## src/rtl/param_queue.sv

```systemverilog
// param_queue: parametrised synchronous FIFO with optional empty fall-through, almost flags, occupancy, flush and sticky errors
// ports: clk/reset (async, active-high); inEnable/dataIn/inReady push side; outEnable/dataOut/outReady pop side;
// flush clears entries, clearErr clears overflow/underflow; count, almostFull, almostEmpty report occupancy
module param_queue #(
  parameter int WIDTH     = 16,
  parameter int DEPTH     = 32,
  parameter int BYPASS    = 1,
  parameter int AFULL_TH  = 28,
  parameter int AEMPTY_TH = 4
) (
  input  logic                       clk,
  input  logic                       reset,
  input  logic                       inEnable,
  input  logic [WIDTH-1:0]           dataIn,
  output logic                       inReady,
  input  logic                       outEnable,
  output logic [WIDTH-1:0]           dataOut,
  output logic                       outReady,
  input  logic                       flush,
  input  logic                       clearErr,
  output logic [$clog2(DEPTH+1)-1:0] count,
  output logic                       almostFull,
  output logic                       almostEmpty,
  output logic                       overflow,
  output logic                       underflow
);
  localparam int CW = $clog2(DEPTH+1);
  localparam int PW = $clog2(DEPTH);
  localparam logic BP = BYPASS != 0;
  logic [WIDTH-1:0] mem [DEPTH];
  logic [PW-1:0] head, tail;
  logic empty, push, pop, wr, rd;
  function automatic logic [PW-1:0] nxt(input logic [PW-1:0] p);
    return p == PW'(DEPTH-1) ? '0 : p + 1'b1;
  endfunction
  always_comb begin
    empty       = count == '0;
    inReady     = count < CW'(DEPTH);
    outReady    = !empty || (BP && inEnable);
    dataOut     = !empty ? mem[head] : (BP && inEnable) ? dataIn : '0;
    push        = inEnable && inReady;
    pop         = outEnable && outReady;
    // a pop while empty can only be the fall-through, which never touches storage
    wr          = push && !(pop && empty);
    rd          = pop && !empty;
    almostFull  = count >= CW'(AFULL_TH);
    almostEmpty = count <= CW'(AEMPTY_TH);
  end
  always_ff @(posedge clk or posedge reset)
    if (reset) begin
      head      <= '0;
      tail      <= '0;
      count     <= '0;
      overflow  <= 1'b0;
      underflow <= 1'b0;
    end else begin
      overflow  <= (overflow && !clearErr) || (inEnable && !inReady);
      underflow <= (underflow && !clearErr) || (outEnable && !outReady);
      if (flush) begin
        head  <= '0;
        tail  <= '0;
        count <= '0;
      end else begin
        if (wr) tail <= nxt(tail);
        if (rd) head <= nxt(head);
        count <= count + CW'(wr) - CW'(rd);
      end
    end
  always_ff @(posedge clk)
    if (wr && !flush) mem[tail] <= dataIn;
endmodule

```

## config.mk

```make
export PLATFORM = sky130hd
export DESIGN_NAME = param_queue
export DESIGN_NICKNAME = d
export VERILOG_FILES = /design/src/rtl/param_queue.sv
export SDC_FILE = /design/constraint.sdc
export NUM_CORES = 1
export LEC_CHECK = 0
export BUFFER_PORTS_ARGS = -buffer_cell sky130_fd_sc_hd__buf_2
export CAP_MARGIN = 20
export CELL_PAD_IN_SITES_DETAIL_PLACEMENT = 0
export CELL_PAD_IN_SITES_GLOBAL_PLACEMENT = 2
export CORE_MARGIN = 2
export CORE_UTILIZATION = 48
export DETAILED_ROUTE_END_ITERATION = 10
export PLACE_DENSITY = 0.9
export SETUP_SLACK_MARGIN = 0.1
export SYNTH_ARGS = -nofsm -noshare
export SYNTH_HDL_FRONTEND = slang
export SYNTH_SLANG_ARGS = --single-unit
```

## constraint.sdc

```tcl
create_clock -name clk -period 3.35 [get_ports clk]
set_input_delay 0.1675 -clock clk [delete_from_list [all_inputs] [get_ports clk]]
set_output_delay 0.1675 -clock clk [all_outputs]
set_load 0.02 [all_outputs]
```

# --- After elaboration in Yosys (flattened, before gate mapping) ---
# Memories as Yosys holds them, arrays and structs flattened.
# Cells that the tools add are included.
classes:
  eq_ne: 2
  n_lt_le_gt_ge: 3
  mux: 11
  reduce_logical: 22
  n_addsub: 4
op_table:
  columns: ["operator", "count"]
  rows:
  - ["16-bit 2-to-1 mux", 2]
  - ["5-bit 2-to-1 mux", 6]
  - ["5-bit by 1-bit adder with 5-bit output, second input constant", 2]
  - ["5-bit == test, second input constant", 2]
  - ["1-bit logical AND", 10]
  - ["6-bit by 1-bit adder with 6-bit output", 1]
  - ["6-bit by 5-bit greater-or-equal comparator with 1-bit output, second input constant", 1]
  - ["6-bit by 3-bit <= comparator with 1-bit output, second input constant", 1]
  - ["1-bit zero test", 6]
  - ["6-bit zero test", 1]
  - ["6-bit < comparator, second input constant", 1]
  - ["6-bit 2-to-1 mux", 1]
  - ["6-bit by 1-bit subtractor with 6-bit output", 1]
  - ["2-bit nonzero test", 2]
  - ["1-bit logical OR", 3]
  - ["1-bit 2-to-1 mux", 2]
totals:
  output_inout_bits: 28
  mem_bits_rw: 512
  elab_cells: 48
  memories: 1
  regBits: 18
  inputBits: 22
mem_list:
  columns: ["memory", "depth", "word_bits", "read_ports", "rd_clocked_by_memory_dff", "write_ports", "line", "rtl"]
  rows:
  - ["mem", 32, 16, 1, 0, 1, "30", "logic [WIDTH-1:0] mem [DEPTH];"]

# --- Depth between registers and ports, before layout ---
# Gate-level depths: netlist of run 1.
depth:
  word_depth: 10
  depth_mapped: 15
  depth_no_buf: 14

# --- Worst setup path before layout of run 1 ---
# OpenSTA, ideal clock, no wires.
synth_path:
  path_type: "register -> register"
  from: "register count[5]"
  to: "register count[4]"
  t_arrival_ns: 3.181
  stages_incl_launch_ff: 16
  required_time_ns: 3.218
  setup_time_ns: 0.132
  n_path_buf: 2
  slack_ns: 0.037
  period_less_slack_ns: 3.313
  path_cell_list: "dfrtp_1 inv_1 ha_1 and4bb_2 buf_2 a211o_1 buf_2 ha_1 inv_1 ha_1 fa_1 a21oi_1 nor2_1 nor2_1 xor2_1 nor2_1"
synth_between:
  word_cells_on_any_way: 13
  cone_classes: "add/sub: 2; order compare: 1; mux: 1; reduce/logical: 9"
synth_rtl:
  columns: ["element", "line", "rtl"]
  rows:
  - ["start, declared", "21", "output logic [$clog2(DEPTH+1)-1:0] count,"]
  - ["start signal, assigned", "66", "count <= count + CW'(wr) - CW'(rd);"]
  - ["6-bit < comparator", "38", "inReady = count < CW'(DEPTH);"]
  - ["net inReady", "15", "output logic inReady,"]
  - ["1-bit logical AND", "41", "push = inEnable && inReady;"]
  - ["1-bit logical AND", "44", "wr = push && !(pop && empty);"]
  - ["6-bit by 1-bit adder with 6-bit output", "66", null]
  - ["6-bit by 1-bit subtractor with 6-bit output", "66", null]
  - ["6-bit 2-to-1 mux", "59", "if (flush) begin"]
# The timed path passes the listed nets, and every way through them passes these cells.
# A chain may end at the register's enable or synchronous reset.

# --- Worst setup path after layout of run 1 ---
layout_path:
  from: "register head[2]"
  to: "output port dataOut[7]"
layout_between:
  elab_chain_len: 2
layout_rtl:
  columns: ["element", "line", "rtl"]
  rows:
  - ["start, declared", "31", "logic [PW-1:0] head, tail;"]
  - ["start signal, assigned", "65", "if (rd) head <= nxt(head);"]
  - ["memory read 32 x 16 bit", null, null]
  - ["16-bit 2-to-1 mux", "40", "dataOut = !empty ? mem[head] : (BP && inEnable) ? dataIn : '0;"]
  - ["end, declared", "17", "output logic [WIDTH-1:0] dataOut,"]
# No other way between the ends.

==> impl_metrics.env, run 1 <==
export IMPL_mostFrequentLayoutCells="edfxtp_1, mux2i_1, buf_4"
export IMPL_rows=77
export IMPL_syn_avg_cell_area_sq_um=17.69
export IMPL_critPathRequiredTime_ns=3.18
export IMPL_num_vias=11694
export IMPL_h_tree_depth=2
export IMPL_wire_per_inst_microns=26.06
export IMPL_place_gp_congestion=0.8683
export IMPL_netlist_cell_type_count=51
export IMPL_worst_setup_path_type="reg2out"
export IMPL_synth_cells=1211
export IMPL_rsz0062_at_grt="yes"
export IMPL_final_common_cell="edfxtp_1"
export IMPL_clockBufferDepth=3
export IMPL_insertion_delay_ns=0.59
export IMPL_first_global_vias=11426
export IMPL_dp_cells=1863
export IMPL_endpoint_kind="output pin"
export IMPL_antenna_found_initial=3
export IMPL_ys_seq_area_share_pct=73.89
export IMPL_drt_total_wl_microns=51350
export IMPL_finClkSkew_ns=0.03227
export IMPL_grt_pass1_wl_microns=74950
export IMPL_setup_viol=0
export IMPL_period_share_pct=96.21
export IMPL_reg2reg_from="count[5]"
export IMPL_regToRegSetupSlack_ns=0.32
export IMPL_path_cells="or2_4 > buf_4 > o22ai_1 > nor3_1 > a211o_1 > o21ai_1 > buf_2"
export IMPL_ys_warn_count=0
export IMPL_fin_setup_tns_ns=0
export IMPL_overflow=0
export IMPL_post_place_ws_ns=0.2627
export IMPL_synth_edf_count=512
export IMPL_die_area_sq_um=46320
export IMPL_reg2reg_depth=8
export IMPL_tightest_slew_ns=0.8376
export IMPL_layout_min_cycle_time_ns=3.223
export IMPL_crit_buf_inv=2
export IMPL_syn_to_final_growth_pct=14.24
export IMPL_dr_first_iter_drc_count=1384
export IMPL_nets=1380
export IMPL_min_path_type="in2reg"
export IMPL_ys_flop_type="edfxtp_1"
export IMPL_drive_above_1_share_pct=21.19
export IMPL_path_delay_family="compound AO/OA/AOI/OAI gates"
export IMPL_relSlewSlack_pct=44.16
export IMPL_synth_area_sq_um=21420
export IMPL_cts_tree="yes"
export IMPL_maxSlewViolCount=0
export IMPL_ir_drop_mv=0.5382
export IMPL_power_mw=15.92
export IMPL_cp_depth=7
export IMPL_finalNonFillerCells=1970
export IMPL_final_hold_violation_count=0
export IMPL_core_area_sq_um=44120
export IMPL_path_clk_slew_ns=0.06
export IMPL_max_stage_delay_ns=0.54
export IMPL_timing_rr_end="mem[6][0]"
export IMPL_postLayoutCoreUtil_pct=55.45
export IMPL_critPathLaunchType="flop"
export IMPL_ys_ff_latch=530
export IMPL_crit_fanout=17
export IMPL_cp_endpoint="dataOut[7]"
export IMPL_synth_fp_nets=1252
export IMPL_pwr_density_cell_nw_per_um2=650.6
export IMPL_first_pass_iters=7
export IMPL_cts_buffers_inserted=53
export IMPL_initial_core_util_pct=48.54
export IMPL_final_setup_worst_slack_ns=0.1269
export IMPL_viasPerCell=5.936
export IMPL_drtAntennaViolNets=0
export IMPL_status="finished clean"
export IMPL_port_buffers=49
export IMPL_boundaryPins=50
export IMPL_clock_sinks=530
export IMPL_leakagePower_nw=8.025
export IMPL_die_x_microns=215.2
export IMPL_crit_start="head[2]"
export IMPL_synthArstFlopShare_pct=3.396
export IMPL_clockRootBuffer="clkbuf_16"
export IMPL_die_h_microns=215.2
export IMPL_max_freq_ghz=0.3103
export IMPL_antennaDiodeCount=0
export IMPL_drv_cap=0
export IMPL_drc=0
export IMPL_cp_arrival_ns=3.06
export IMPL_grt_use_total_pct=22.17
export IMPL_hpwlAfterDp_microns=32610
export IMPL_slowest_stage="dfrtp_4"
export IMPL_grt_start_max_net_pins=60
Yosys cell counts, drive strengths merged (2+ instances only):
master | n | area, sq um
inv | 14 | 52.55
mux4 | 32 | 739.5
a221oi | 5 | 75.07
a22o | 12 | 105.1
nand3 | 4 | 20.02
nand2 | 34 | 127.6
o21ai | 31 | 155.1
xnor2 | 2 | 17.52
or3 | 2 | 12.51
dfrtp | 18 | 450.4
or3b | 4 | 35.04
mux2i | 194 | 1942
a31oi | 3 | 18.77
edfxtp | 512 | 15370
nor2b | 5 | 31.28
nand3b | 5 | 50.05
or4 | 7 | 52.55
nor3 | 6 | 30.03
ha | 18 | 225.2
and3 | 2 | 12.51
o22ai | 80 | 500.5
nor2 | 84 | 317.8
buf | 45 | 417.9
a32o | 2 | 20.02
a211o | 17 | 148.9
clkbuf | 26 | 97.59
nand2b | 3 | 18.77
a21oi | 10 | 50.05
nor4 | 23 | 206.5
logic make-up after synthesis:
group / after synthesis / synth area share (%)
mux: 226 / 12.52
simple gates: 185 / 4.516
compound gates: 163 / 5.153
flops: 530 / 73.89
xor+xnor: 3 / 0.1227
buf+inv: 85 / 2.652
fa+ha+maj: 19 / 1.145
state kept, by name, summed over array words and instances (netlist names):
signal,count
count,6
tail,5
head,5
overflow,1
underflow,1
mem,512
cell type report:
class	count	area, sq um
fill	3433	19660
sequential	530	15830
multi-input combinational	596	5141
clock buffer	62	1381
timing repair buffer	144	1067
tap	592	740.7
clock inverter	32	250.2
inverter	14	52.55
routing by layer:
layer / part of all wire, % / wire (microns) / vias up / GRT usage, %
met3: 10 / 5289 / 83 / 5.407
met4: 3.1 / 1593 / 4 / 7.793
met1: 42 / 21310 / 5945 / 32.03
li1: - / - / 5091 / -
met2: 45 / 23140 / 571 / 33.05
met5: 0.027 / 14 / - / 0
stage by stage:
step                cell area, sq um  hold WS [ns]
global placement               22560        0.3179
detailed placement             22560        0.3297
CTS                            24310      0.001620
global route                   24470       0.01144
floorplan                      21420        0.1061
finish                         24470       0.01034
where the power goes:
| group | leakage [nW] | internal, mW | switching, mW | total [mW] |
|---|---|---|---|---|
| Sequential | 4.84 | 7.36 | 0.0760 | 7.44 |
| Combinational | 2.38 | 1.11 | 1.79 | 2.90 |
| Clock | 0.803 | 3.17 | 2.41 | 5.58 |
| Total | 8.03 | 11.6 | 4.27 | 15.9 |
how the worst min path moves through the flow:
stage | start | to | slack, ns | depth (start not counted)
2_1_floorplan | reset | count[0] | 0.11 | 1
3_3_place_gp | reset | count[0] | 0.32 | 2
3_5_place_dp | reset | count[2] | 0.33 | 2
4_1_cts | dataIn[10] | mem[18][10] | 0.002 | 1
5_1_grt | dataIn[10] | mem[26][10] | 0.01 | 1
6_report | dataIn[10] | mem[30][10] | 0.01 | 1
timing repair:
action / in CTS / in global routing
endpoints found under the hold margin: 34 / 0
gates cloned: 0 / 1
resized for setup: 7 / 28
pin swaps: 0 / 1
buffers inserted: 3 / 3
setup endpoints to repair: 16 / 94
hold buffers: 6 / 0
Note: power is estimated with default switching activity, not from simulation.
==> run 2, diff against run 1 <==
Settings changed: CORE_MARGIN 2 to 5.
==> run 2 against run 1 <==
Compared with the run above:
- sequential power is essentially flat
- fmax decreased by 0.18%
- sequential cell count is the same
- core utilization grew 0.086 points
- global-route usage is 1.2 points lower
- clock skew shrank 0.013 ns
- first-iteration DRC count fell by 4.3%
- non-clock buffer count up 7
- critical path type unchanged
- largest cell class unchanged
- largest power group unchanged
==> impl_metrics.env, run 2 (synthesis gave the netlist of run 1 again) <==
export IMPL_grt_pass1_wl_microns=76130
export IMPL_pwr_density_cell_nw_per_um2=657.8
export IMPL_drive_above_1_share_pct=20.98
export IMPL_cp_arrival_ns=3.06
export IMPL_fin_setup_tns_ns=0
export IMPL_reg2reg_depth=8
export IMPL_period_share_pct=96.38
export IMPL_layout_min_cycle_time_ns=3.229
export IMPL_viasPerCell=5.873
export IMPL_ir_drop_mv=0.4756
export IMPL_die_x_microns=221.2
export IMPL_final_hold_violation_count=0
export IMPL_status="finished clean"
export IMPL_insertion_delay_ns=0.60
export IMPL_place_gp_congestion=0.9107
export IMPL_placed_cell_area_sq_um=22590
export IMPL_rsz0062_at_grt="yes"
export IMPL_antennaDiodeCount=0
export IMPL_first_global_vias=11514
export IMPL_tightest_slew_ns=0.7809
export IMPL_rows=77
export IMPL_drt_total_wl_microns=51920
export IMPL_clockRootBuffer="clkbuf_16"
export IMPL_holdPathStages=1
export IMPL_nets=1386
export IMPL_relSlewSlack_pct=47.94
export IMPL_finClkSkew_ns=0.01935
export IMPL_h_tree_depth=2
export IMPL_drv_cap=0
export IMPL_antenna_found_initial=0
export IMPL_final_common_cell="edfxtp_1"
export IMPL_drc=0
export IMPL_port_buffers=49
export IMPL_path_clk_slew_ns=0.06
export IMPL_clockBufferDepth=3
export IMPL_mostFrequentLayoutCells="edfxtp_1, mux2i_1, buf_4"
export IMPL_max_freq_ghz=0.3097
export IMPL_drtAntennaViolNets=0
export IMPL_boundaryPins=50
export IMPL_worst_setup_path_type="reg2out"
export IMPL_initial_core_util_pct=48.43
export IMPL_top_regs="mem x512, count x6"
export IMPL_setup_viol=0
export IMPL_cts_tree="yes"
export IMPL_leakagePower_nw=8.061
export IMPL_syn_to_final_growth_pct=14.67
export IMPL_endpoint_kind="output pin"
export IMPL_critPathLaunchType="flop"
export IMPL_first_pass_iters=5
export IMPL_die_area_sq_um=48940
export IMPL_fin_area_sq_um=24560
export IMPL_dr_first_iter_drc_count=1324
export IMPL_crit_fanout=21
export IMPL_grt_start_max_net_pins=47
export IMPL_grt_use_total_pct=20.93
export IMPL_regToRegSetupSlack_ns=0.27
export IMPL_num_vias=11623
export IMPL_critPathRequiredTime_ns=3.18
export IMPL_top_register="mem"
export IMPL_overflow=0
export IMPL_post_place_ws_ns=0.2787
export IMPL_power_mw=16.15
export IMPL_cts_buffers_inserted=52
export IMPL_core_area_sq_um=44220
export IMPL_min_path_type="in2reg"
export IMPL_die_h_microns=221.2
export IMPL_maxSlewViolCount=0
export IMPL_clock_sinks=530
export IMPL_largest_register_ffs=512
export IMPL_hpwlAfterDp_microns=33430
export IMPL_final_setup_worst_slack_ns=0.1212
export IMPL_wire_per_inst_microns=26.23
export IMPL_whs_ns=0.03053
## run 2: changes by cell type in the layout (fill, tap and decap cells not counted), sizes merged
cell	previous run	this run
bufinv	3	5
clkinvlp	2	3
inv	14	17
clkinv	27	20
dlygate4sd3	6	8
buf	137	143
clkbuf	63	65
## run 2: critical path, cell delays in order, from the launching register on
cell	delay, ns
dfrtp_2	0.54
or2_4	0.37
buf_4	0.25
o22ai_1	0.37
nor3_1	0.08
a211o_1	0.29
o21ai_1	0.31
buf_2	0.24
## run 2: cell type report
cell class	count	area, sq um
Tap cell	592	740.7
Sequential cell	530	15830
Fill cell	3370	19660
Clock buffer	65	1381
Timing Repair Buffer	151	1129
Inverter	14	52.55
Multi-Input combinational cell	596	5134
Clock inverter	31	287.8
## run 2: per-layer routing
metal	part of all wire [%]	wire length [microns]	track usage (%)	up-vias
met1	41	21480	30.31	5913
met4	2.9	1500	6.723	0
met3	9.6	5008	4.771	80
met2	46	23930	31.93	520
met5	0	0	0	-
li1	-	-	-	5110
## run 2: worst paths after layout
check,startpoint,endpoint
max,head[1],dataOut[7]
min,dataIn[12],mem[16][12]
max reg2reg,count[4],mem[22][8]
min reg2reg,tail[0],tail[0]
max in group asynchronous,reset,head[0]
min in group asynchronous,reset,count[2]
## run 2: metrics by stage
stage,std cells,util [%]
6_report,1979,55.54
5_1_grt,1979,55.54
4_1_cts,1975,55.32
3_5_place_dp,1866,51.09
3_3_place_gp,1866,51.09
2_1_floorplan,1211,-
## run 2: timing repair
action / CTS / global route
resized for setup: 15 / 12
pin swaps: 0 / 1
endpoints found under the setup margin: 16 / 102
hold endpoints to repair: 48 / 0
hold buffers: 8 / 0
setup buffers: 5 / 4
## run 2: where the power goes
part	switching [mW]	total [mW]	internal, mW
registers	0.0813	7.44	7.36
logic	1.86	3.02	1.15
clock network	2.39	5.69	3.31
==> run 3, diff against run 2 <==
Settings changed: ABC_AREA set to 1, CORE_UTILIZATION 48 to 42.
==> run 3 against run 2 <==
Compared with the run above:
- die area is 24% higher
- register-to-register slack better by 0.30 ns
- via count is 34% higher
- worst setup slack better by 0.053 ns
- combinational power is 24% higher
- largest power group unchanged
- fmax is 1.7% higher
- core utilization is 7.6 points lower
==> impl_metrics.env, run 3 <==
export IMPL_status="finished clean"
export IMPL_fin_setup_tns_ns=0
export IMPL_leakagePower_nw=10.78
export IMPL_syn_avg_cell_area_sq_um=10.56
export IMPL_min_path_type="in2reg"
export IMPL_dr_first_iter_drc_count=1267
export IMPL_synth_edf_count=512
export IMPL_synth_simple_area_share_pct=21.49
export IMPL_path_delay_family="simple AND/OR/NAND/NOR gates"
export IMPL_relSlewSlack_pct=28.81
export IMPL_path_clk_slew_ns=0.06
export IMPL_muxShareOfSynthArea_pct=0
export IMPL_dp_cells=2965
export IMPL_fill_cells=4977
export IMPL_ys_top_cells_by_area="edfxtp_1, nand3_1, nand2_1"
export IMPL_largest_register_ffs=512
export IMPL_finalNonFillerCells=3066
export IMPL_viasPerCell=5.073
export IMPL_setup_viol=0
export IMPL_initial_core_util_pct=42.41
export IMPL_yosysMostFrequentCell="nand2_1"
export IMPL_final_hold_violation_count=0
export IMPL_synth_top_family_by_area="simple AND/OR/NAND/NOR gates"
export IMPL_drive_above_1_share_pct=11.35
export IMPL_netlist_cell_type_count=29
export IMPL_cts_buffers_inserted=56
export IMPL_boundaryPins=50
export IMPL_finClkSkew_ns=0.01322
export IMPL_synth_top_area_cell="edfxtp_1"
export IMPL_period_share_pct=94.81
export IMPL_die_x_microns=246.1
export IMPL_grt_start_max_net_pins=129
export IMPL_h_tree_depth=2
export IMPL_ys_flop_type="edfxtp_1"
export IMPL_insertion_delay_ns=0.60
export IMPL_mostFrequentLayoutCells="nand2_1, edfxtp_1, nand3_1"
export IMPL_syn_to_final_growth_pct=13.09
export IMPL_grt_pass1_wl_microns=92090
export IMPL_place_gp_congestion=0.8204
export IMPL_crit_fanout=128
export IMPL_slowest_stage="dfrtp_4"
export IMPL_max_stage_delay_ns=0.61
export IMPL_ys_seq_area_share_pct=67.59
export IMPL_clockBufferDepth=3
export IMPL_critPathLaunchType="flop"
export IMPL_worst_setup_path_type="reg2out"
export IMPL_nets=2322
export IMPL_top_regs="mem x512, count x6"
export IMPL_grt_use_total_pct=19.96
export IMPL_cp_arrival_ns=3.01
export IMPL_drtAntennaViolNets=0
export IMPL_top_register="mem"
export IMPL_antenna_found_initial=1
export IMPL_first_pass_iters=5
export IMPL_die_h_microns=246.1
export IMPL_num_vias=15555
export IMPL_rows=86
export IMPL_cts_tree="yes"
export IMPL_layout_min_cycle_time_ns=3.176
export IMPL_max_freq_ghz=0.3148
export IMPL_final_common_cell="nand2_1"
export IMPL_synth_compound_area_share_pct=1.031
export IMPL_synth_fp_nets=2258
export IMPL_rsz0062_at_grt="yes"
export IMPL_critPathRequiredTime_ns=3.18
export IMPL_synth_commonest_cells="nand2_1, edfxtp_1, nand3_1, inv_1, buf_2"
export IMPL_ir_drop_mv=0.4515
export IMPL_core_area_sq_um=55200
export IMPL_drt_total_wl_microns=60210
export IMPL_crit_buf_inv=2
export IMPL_ys_ff_latch=530
export IMPL_yosysTopAreaCellShare_pct=65.67
export IMPL_pwr_density_cell_nw_per_um2=646.7
export IMPL_synth_area_sq_um=23410
export IMPL_synth_cells=2217
export IMPL_port_buffers=49
export IMPL_clockRootBuffer="clkbuf_16"
export IMPL_drv_cap=0
export IMPL_endpoint_kind="output pin"
export IMPL_crit_path_frequent_cell="nand3_1"
export IMPL_die_area_sq_um=60570
export IMPL_drc=0
export IMPL_first_global_vias=15222
export IMPL_maxSlewViolCount=0
export IMPL_wire_per_inst_microns=19.64
export IMPL_clock_sinks=530
export IMPL_path_cells="buf_16 > or2_2 > nand3_1 > nand3_1 > nand3_1 > nand3_1 > nand3_1 > nand2_1 > buf_2"
export IMPL_hpwlAfterDp_microns=34290
export IMPL_synthXorXnorAreaFrac_pct=0.07482
export IMPL_synthArstFlopShare_pct=3.396
export IMPL_tightest_slew_ns=1.068
export IMPL_overflow=0
export IMPL_synth_fa_ha_area_share_pct=1.047
export IMPL_ys_warn_count=0
## run 3: cell types whose count changed after synthesis, sizes merged, moves of 23 or more
cell | previous run | this run
mux2i | 194 | 0
mux4 | 32 | 0
or2 | 1 | 80
nand3 | 4 | 462
nand2 | 34 | 541
nor4 | 23 | 0
buf | 45 | 83
inv | 14 | 381
nor2 | 84 | 45
o22ai | 80 | 3
## run 3: cells by family (layout without fill, tap and decap cells)
| kind of cell | after synthesis | in the layout |
|---|---|---|
| DFF | 530 | 530 |
| other | 0 | 1 |
| AOI/OAI and AO/OA | 39 | 39 |
| and+or+nand+nor | 1130 | 1130 |
| buffers and inverters | 497 | 597 |
| xor gates and xnor gates | 2 | 2 |
| adders and majority gates | 19 | 19 |
## run 3: worst paths after layout
check,depth (start not counted),start,slack (ns),end
max in group asynchronous,3,reset,2.57,head[1]
worst min register to register,2,underflow,0.53,underflow
worst max-delay path,9,head[0],0.17,dataOut[15]
worst max register to register,17,count[5],0.57,count[4]
min in group asynchronous,3,reset,0.24,count[2]
worst min-delay path,1,dataIn[7],0.04,mem[23][7]
## run 3: through the flow
| stage | power (mW) | utilization (%) | worst slack (ns) | instance area [sq um] | hold WS, ns |
|---|---|---|---|---|---|
| floorplan | 10.17 | - | 0.4958 | 23410 | 0.1061 |
| global placement | 11.34 | 44.76 | 0.5301 | 24700 | 0.3229 |
| detailed placement | 11.38 | 44.76 | 0.5754 | 24700 | 0.3307 |
| CTS | 17.27 | 47.93 | 0.1944 | 26460 | 0.003174 |
| global route | 17.98 | 47.96 | 0.08097 | 26480 | 0.02671 |
| finish | 17.12 | 47.97 | 0.1738 | 26480 | 0.03708 |
## run 3: layout make-up
class / count / area [sq um] / share of cell area (%)
diodes: 1 / 2.502 / 0.009451
inverters: 383 / 1448 / 5.467
clock inverters: 19 / 198.9 / 0.7513
repair buffers: 120 / 958.4 / 3.620
clock buffers: 75 / 1494 / 5.642
flip-flops and latches: 530 / 15830 / 59.80
well taps: 748 / 935.9 / 3.535
multi-input cells: 1190 / 5607 / 21.17
## run 3: power breakdown
group / switching [mW] / total, mW / internal (mW)
sequential: 0.110 / 7.48 / 7.37
combinational: 2.60 / 3.75 / 1.16
clock: 2.48 / 5.89 / 3.41
total: 5.19 / 17.1 / 11.9
## run 3: what timing repair did
item                                   4_1_cts  5_1_grt
endpoints found under the hold margin       30        0
setup endpoints to repair                    0        4
setup buffers                                0        0
resized for setup                            0        4
hold buffers                                 6        0
## run 3: metal layers
metal / vias up / global-route usage, % / part of all wire [%]
li1: 7408 / - / -
met5: - / 0.7353 / 0.081
met4: 2 / 6.006 / 2.6
met3: 99 / 3.048 / 6.2
met2: 463 / 32.89 / 47
met1: 7583 / 27.55 / 44
